[config.mk]
export PLATFORM = sky130hd
export DESIGN_NAME = piso_serializer
export DESIGN_NICKNAME = d
export VERILOG_FILES = /design/src/rtl/piso_serializer.sv
export SDC_FILE = /design/constraint.sdc
export NUM_CORES = 1
export LEC_CHECK = 0
export ABC_AREA = 1
export BUFFER_PORTS_ARGS = -buffer_cell sky130_fd_sc_hd__buf_4
export CAP_MARGIN = 20
export CELL_PAD_IN_SITES_DETAIL_PLACEMENT = 0
export CELL_PAD_IN_SITES_GLOBAL_PLACEMENT = 2
export CORE_MARGIN = 8
export CORE_UTILIZATION = 30
export CTS_BUF_LIST = sky130_fd_sc_hd__clkbuf_2
export DETAILED_ROUTE_END_ITERATION = 7
export PLACE_DENSITY_LB_ADDON = 0.05
export SYNTH_ARGS = -nofsm -noshare
export SYNTH_HDL_FRONTEND = slang
export SYNTH_SLANG_ARGS = --single-unit
[constraint.sdc]
create_clock -name clk -period 1.2 [get_ports clk]
set_input_delay 0.06 -clock clk [delete_from_list [all_inputs] [get_ports clk]]
set_output_delay 0.06 -clock clk [all_outputs]
set_load 0.03 [all_outputs]
[src/rtl/piso_serializer.sv]
// piso_serializer: parallel-in, serial-out shift stage, LSB first.
// A word accepted on the valid/ready handshake streams out one bit per clock
// starting the cycle after the accepting edge; back-to-back words are gapless.
// Optional feature: define PISO_PARITY_EN to append an even-parity bit
// (XOR of the data bits) as the final, sout_last-marked bit of every frame.
// rst is asynchronous and active-low; all outputs except d_ready are registered.
module piso_serializer #(
  parameter int WIDTH = 4
) (
  input  logic             clk,
  input  logic             rst,
  input  logic [WIDTH-1:0] d_in,
  input  logic             d_valid,
  output logic             d_ready,
  output logic             sout,
  output logic             sout_valid,
  output logic             sout_last,
  output logic             busy
);

  localparam int CNT_W = (WIDTH > 1) ? $clog2(WIDTH) : 1;
  localparam logic [CNT_W-1:0] CNT_MAX = CNT_W'(WIDTH - 1);

  typedef enum logic [1:0] {
    S_IDLE   = 2'd0,
`ifdef PISO_PARITY_EN
    S_PARITY = 2'd2,
`endif
    S_SHIFT  = 2'd1
  } state_t;

  state_t           r_state;
  logic [CNT_W-1:0] r_cnt;
  logic [WIDTH-1:0] r_shift;
  logic             r_sout;
  logic             r_vld;
  logic             r_last;
  logic             r_busy;
`ifdef PISO_PARITY_EN
  logic             r_par;
  logic             w_par_nxt;
`endif

  state_t           w_state_nxt;
  logic [CNT_W-1:0] w_cnt_nxt;
  logic [WIDTH-1:0] w_shift_nxt;
  logic             w_sout_nxt;
  logic             w_vld_nxt;
  logic             w_last_nxt;
  logic             w_busy_nxt;
  logic             w_last_bit;
  logic             w_load;

  // Identify the cycle currently presenting the final bit of a frame.
  always_comb begin
    w_last_bit = 1'b0;
`ifdef PISO_PARITY_EN
    w_last_bit = (r_state == S_PARITY);
`else
    w_last_bit = (r_state == S_SHIFT) && (r_cnt == CNT_MAX);
`endif
  end

  // Ready only depends on state and reset, so a new word can be taken on the
  // last-bit cycle and the next frame starts without an idle cycle.
  assign d_ready = rst & ((r_state == S_IDLE) | w_last_bit);
  assign w_load  = d_valid & d_ready;

  // Next-state, counter and shift-register update.
  always_comb begin
    w_state_nxt = r_state;
    w_cnt_nxt   = r_cnt;
    w_shift_nxt = r_shift;
`ifdef PISO_PARITY_EN
    w_par_nxt   = r_par;
`endif
    case (r_state)
      S_IDLE: begin
        if (w_load) begin
          w_state_nxt = S_SHIFT;
          w_cnt_nxt   = '0;
          w_shift_nxt = d_in;
`ifdef PISO_PARITY_EN
          w_par_nxt   = ^d_in;
`endif
        end
      end
      S_SHIFT: begin
        if (r_cnt == CNT_MAX) begin
`ifdef PISO_PARITY_EN
          w_state_nxt = S_PARITY;
`else
          if (w_load) begin
            w_state_nxt = S_SHIFT;
            w_cnt_nxt   = '0;
            w_shift_nxt = d_in;
          end else begin
            w_state_nxt = S_IDLE;
          end
`endif
        end else begin
          w_cnt_nxt   = r_cnt + 1'b1;
          w_shift_nxt = {1'b0, r_shift[WIDTH-1:1]};
        end
      end
`ifdef PISO_PARITY_EN
      S_PARITY: begin
        if (w_load) begin
          w_state_nxt = S_SHIFT;
          w_cnt_nxt   = '0;
          w_shift_nxt = d_in;
          w_par_nxt   = ^d_in;
        end else begin
          w_state_nxt = S_IDLE;
        end
      end
`endif
      default: begin
        w_state_nxt = S_IDLE;
      end
    endcase
  end

  // Output values for the upcoming cycle, derived from the next state so the
  // serial outputs can be registered without adding latency.
  always_comb begin
    w_sout_nxt = 1'b0;
    w_vld_nxt  = 1'b0;
    w_last_nxt = 1'b0;
    w_busy_nxt = (w_state_nxt != S_IDLE);
    case (w_state_nxt)
      S_SHIFT: begin
        w_sout_nxt = w_shift_nxt[0];
        w_vld_nxt  = 1'b1;
`ifndef PISO_PARITY_EN
        w_last_nxt = (w_cnt_nxt == CNT_MAX);
`endif
      end
`ifdef PISO_PARITY_EN
      S_PARITY: begin
        w_sout_nxt = w_par_nxt;
        w_vld_nxt  = 1'b1;
        w_last_nxt = 1'b1;
      end
`endif
      default: begin
        w_sout_nxt = 1'b0;
      end
    endcase
  end

  // State, datapath and registered outputs; reset discards any partial frame.
  always_ff @(posedge clk or negedge rst) begin
    if (!rst) begin
      r_state <= S_IDLE;
      r_cnt   <= '0;
      r_shift <= '0;
      r_sout  <= 1'b0;
      r_vld   <= 1'b0;
      r_last  <= 1'b0;
      r_busy  <= 1'b0;
`ifdef PISO_PARITY_EN
      r_par   <= 1'b0;
`endif
    end else begin
      r_state <= w_state_nxt;
      r_cnt   <= w_cnt_nxt;
      r_shift <= w_shift_nxt;
      r_sout  <= w_sout_nxt;
      r_vld   <= w_vld_nxt;
      r_last  <= w_last_nxt;
      r_busy  <= w_busy_nxt;
`ifdef PISO_PARITY_EN
      r_par   <= w_par_nxt;
`endif
    end
  end

  assign sout       = r_sout;
  assign sout_valid = r_vld;
  assign sout_last  = r_last;
  assign busy       = r_busy;

endmodule

Word level (Yosys, flattened, before mapping)
Index checks and enable logic that the tools add are counted.
Widths: inputs -> output; s select.
- bits in registers: 12
- latch bits: 0
- bits in writable memories: 0
- bits in read-only memories: 0
- output and inout port bits: 5
- word-level logic and storage cells: 33
- memories kept: 0
- $add $sub $neg: 1
- multipliers: 0
- divide/modulo/power cells: 0
- magnitude comparators: 0
- eq/ne operators: 4
- shift-type cells: 0
- muxes and demuxes: 13
- bitwise gates (word level): 3
- reduce and logical (&&, ||, !) cells: 4
- operator list (cell ; count):
    $mux 2 ; 4
    $mux 4 ; 2
    $pmux 2 s2 ; 2
    $pmux 4 s2 ; 1
    $eq 2x1->1 const B ; 2
    $eq 2x2->1 const B ; 2
    $mux 1 ; 4
    $reduce_bool 2->1 ; 2
    $add 2x1->2 const B ; 1
    $and 1x1->1 ; 2
    $logic_not 2->1 ; 1
    $logic_and 1x1->1 ; 1
    $or 1x1->1 ; 1

Longest topological paths before layout
- depth in word-level cells: 10
- depth in mapped cells: 9
- gate-level depth less buffers: 9

Worst setup path after synthesis
No wires, ideal clock.
- kind: register -> register
- start: register r_cnt[1]
- end: register r_shift[3]
- library setup time: 67 ps
- data arrival time: 1382 ps
- setup slack: -249 ps
- cell stages (with the launch flop): 8
- path buffers: 0
- period minus slack after synthesis: 1449 ps
- path through: dfrtp_1 -> ha_1 -> inv_1 -> a21oi_2 -> inv_1 -> nor2_1 -> nand3_1 -> nand2_1
- cells in the longest elaborated chain, start to end: 8
- ends and longest elaborated chain (item ; line ; RTL):
    start, declared ; 33 ; logic [CNT_W-1:0] r_cnt;
    start signal, assigned ; 167 ; r_cnt <= w_cnt_nxt;
    $eq 2x2->1 (*) ; 60 ; w_last_bit = (r_state == S_SHIFT) && (r_cnt == CNT_MAX);
    $logic_and 1x1->1 (*) ; 60 ;
    $or 1x1->1 (*) ; 66 ; assign d_ready = rst & ((r_state == S_IDLE) | w_last_bit);
    $and 1x1->1 (*) ; 66 ;
    net d_ready ; 14 ; output logic d_ready,
    $and 1x1->1 (*) ; 67 ; assign w_load = d_valid & d_ready;
    $mux 4 (*) ; -- ;
    $mux 4 ; 89 ; if (r_cnt == CNT_MAX) begin
    $pmux 4 s2 (*) ; 77 ; case (r_state)
    end signal, assigned ; 168 ; r_shift <= w_shift_nxt;
    end, declared ; 34 ; logic [WIDTH-1:0] r_shift;
The timed path passes the listed nets; every way through them passes the cells marked *.
A chain may end at the register's enable or synchronous reset.

Final worst setup path
- start: register r_cnt[1]
- end: register r_shift[2]
- cells in the longest elaborated chain, start to end: 8
- ends and longest elaborated chain (item ; line):
    $eq 2x2->1 (*) ; 60, 89
    $logic_and 1x1->1 ; 60
    $or 1x1->1 ; 66
    $and 1x1->1 ; 66
    $and 1x1->1 ; 67
    $mux 4 ; --
    $mux 4 ; 89
    $pmux 4 s2 (*) ; 77
Mark *: on every way between the ends. The rest lies on a longest branch, timed or not.

==> impl_metrics.env <==
export IMPL_run_status="finished, violations left"
export IMPL_violations="setup timing"
export IMPL_design_area_um2=853
export IMPL_seq_area_frac_synth_pct=54.1
export IMPL_synth_cell_type_count=20
export IMPL_wirelength_met1_um=544
export IMPL_whs_path_depth=3
export IMPL_drive_gt1_share_pct=59.0
export IMPL_ios=12
export IMPL_antenna_found_initial=0
export IMPL_grt_pass1_wl_um=2010
export IMPL_maxSlewViolCount=0
export IMPL_clock_fmax_mhz=732
export IMPL_via_per_inst=4.16
export IMPL_grt_pass1_vias=487
export IMPL_die_width_um=59.0
export IMPL_crit_path_end_kind="register"
export IMPL_drc=0
export IMPL_dr_wl_met3_um=65
export IMPL_highest_layer="met4"
export IMPL_fin_setup_tns_ps=-715
export IMPL_timing_max_cap_violations=0
export IMPL_synth_nets=64
export IMPL_final_cell_mix="buf_4, dfrtp_1, inv_1, nand2_1"
export IMPL_rsz0062_at_grt="yes"
export IMPL_hp_class="input pin to register"
export IMPL_wirelength_um=1210
export IMPL_synth_cells=56
export IMPL_placedInstanceArea_um2=757
export IMPL_min_period_over_period_pct=114
export IMPL_cp_data_required_time_ps=1360
export IMPL_finalSetupViolCount=8
export IMPL_cts_buffer_depth=2
export IMPL_areaGrowthSynthToFinish_pct=53.6
export IMPL_final_nets=92
export IMPL_die_area_mm2=0.00348
export IMPL_syn_avg_cell_area_um2=9.92
export IMPL_htreeDepth=1
export IMPL_track_usage_pct=7.75
export IMPL_syn_cell_area_um2=556
export IMPL_final_common_cell="buf_4"
export IMPL_setup_ws_ps=-167
export IMPL_dr_pass1_iters=4
export IMPL_root_buffer="clkbuf_2"
export IMPL_clk_pin_slew_worst_paths_ps=120
export IMPL_multi_input_area_um2=265
export IMPL_hold_violations=0
export IMPL_grt_ovfl_total=0
export IMPL_power_density_mw_per_mm2=1430
export IMPL_min_from="d_in[3]"
export IMPL_drt_iter0_drc=5
export IMPL_num_vias=449
export IMPL_r2r_slack_ps=-170
export IMPL_worstSetupStartpointType="register"
export IMPL_rows=15
export IMPL_io_buffers=11
export IMPL_period_minus_slack_ps=1370
export IMPL_r2r_start="r_cnt[1]"
export IMPL_antenna_left=0
export IMPL_crit_type="register to register"
export IMPL_die_h_um=59.0
export IMPL_hpwl_um=931
export IMPL_core_mm2=0.00173
export IMPL_crit_arrival_ps=1530
export IMPL_peakVddDrop_mv=0.745
export IMPL_holdPathEnd="r_shift[3]"
export IMPL_routedWlPerCell_um=11.2
export IMPL_skew_ps=2.83
export IMPL_start_util_pct=32.2
export IMPL_cts_buffers=3
export IMPL_ys_warnings_count=0
export IMPL_diodes=0
export IMPL_fillers=184
export IMPL_regArea_um2=300
export IMPL_clock_latency_ps=270
export IMPL_critical_path_max_fanout=2
export IMPL_gp_congestion=0.710
export IMPL_synth_seq_cells=12
export IMPL_grt_max_degree=13
export IMPL_cts_tree="yes"
export IMPL_reg2reg_to="r_shift[2]"
export IMPL_p_leak_nw=0.435
export IMPL_met2_length_um=579
export IMPL_cts_sinks=12
export IMPL_worstRegToRegCells=8
[state kept, by name (all words and copies together) (netlist names)]
name	cells
busy	1
r_cnt	2
r_shift	4
r_state	2
sout	1
sout_last	1
sout_valid	1
[stage by stage]
step	power, mW	cells	hold WS (ps)	utilization (%)	worst slack [ps]
floorplan	0.806	56	-236	-	-14.0
global placement	0.954	101	7.74	43.8	-51.0
detailed placement	0.962	101	10.0	43.8	-56.6
CTS	1.21	107	23.5	47.5	-182
global route	1.33	108	24.4	49.4	-225
finish	1.22	108	25.6	49.4	-167
[synthesized netlist by cell type]
cell | number | share of area [%]
ha_1 | 1 | 2.3
nand3_1 | 2 | 1.8
o21ai_1 | 1 | 0.90
a22oi_1 | 3 | 4.1
nand2_2 | 3 | 3.4
nor2_2 | 1 | 1.1
nor2_4 | 1 | 2.0
conb_1 | 1 | 0.68
dfrtp_1 | 12 | 54
o21ai_2 | 1 | 1.6
inv_1 | 8 | 5.4
nand2_1 | 10 | 6.8
nand2_4 | 1 | 2.0
nor2_1 | 2 | 1.4
a21oi_2 | 2 | 3.2
inv_4 | 1 | 1.1
nand4_1 | 1 | 1.1
nand3_4 | 1 | 3.2
o211ai_1 | 2 | 2.7
inv_2 | 2 | 1.4
[metal layers]
| layer | global-route usage (%) | vias up |
|---|---|---|
| li1 | - | 231 |
| met1 | 8.21 | 204 |
| met2 | 12.3 | 12 |
| met3 | 3.25 | 2 |
| met4 | 5.12 | 0 |
| met5 | 0 | - |
[where the power goes]
part,internal [mW],leakage [nW],switching (mW),total (mW)
combinational,0.210,0.265,0.253,0.463
sequential,0.492,0.156,0.0594,0.551
clock,0.0724,0.0140,0.137,0.210
total,0.775,0.435,0.450,1.22
[worst max-delay path, cell delays in order, from the launching register on]
cell and delay, ps:
dfrtp_1 400, ha_2 180, inv_2 90, a21oi_4 60
buf_4 140, buf_6 110, buf_4 120, o211ai_1 80
nand2_1 70
[timing repair]
item	in CTS	in global routing
hold endpoints to repair	12	0
resized for setup	7	8
setup endpoints to repair	10	11
setup buffers	1	1
hold buffers	1	0
cloned	0	0
pin swaps	6	6
[logic make-up after synthesis]
kind of cell    Yosys count  synth area share (%)
buf+inv                  11                  7.88
flops                    12                  54.1
fa+ha+maj                 1                  2.25
other cells               1                 0.675
compound gates            9                  12.4
simple gates             22                  22.8
[worst max path at each step]
stage | slack, ps | depth (start not counted) | start | endpoint
finish | -170 | 8 | r_cnt[1] | r_shift[2]
global route | -230 | 6 | r_cnt[1] | d_ready
CTS | -180 | 6 | r_cnt[1] | d_ready
detailed placement | -60 | 9 | r_cnt[0] | r_shift[3]
global placement | -50 | 9 | r_cnt[0] | r_shift[3]
floorplan | -10 | 7 | r_cnt[1] | r_shift[3]
[cell type report]
cell class                      count  share of cell area [%]
Clock buffer                        3                    1.76
Clock inverter                      1                   0.440
Inverter                           11                    5.13
Multi-Input combinational cell     33                    31.1
Sequential cell                    12                    35.2
Tap cell                           25                    3.67
Timing Repair Buffer               23                    22.7
Power figures use the tool's default switching activity.
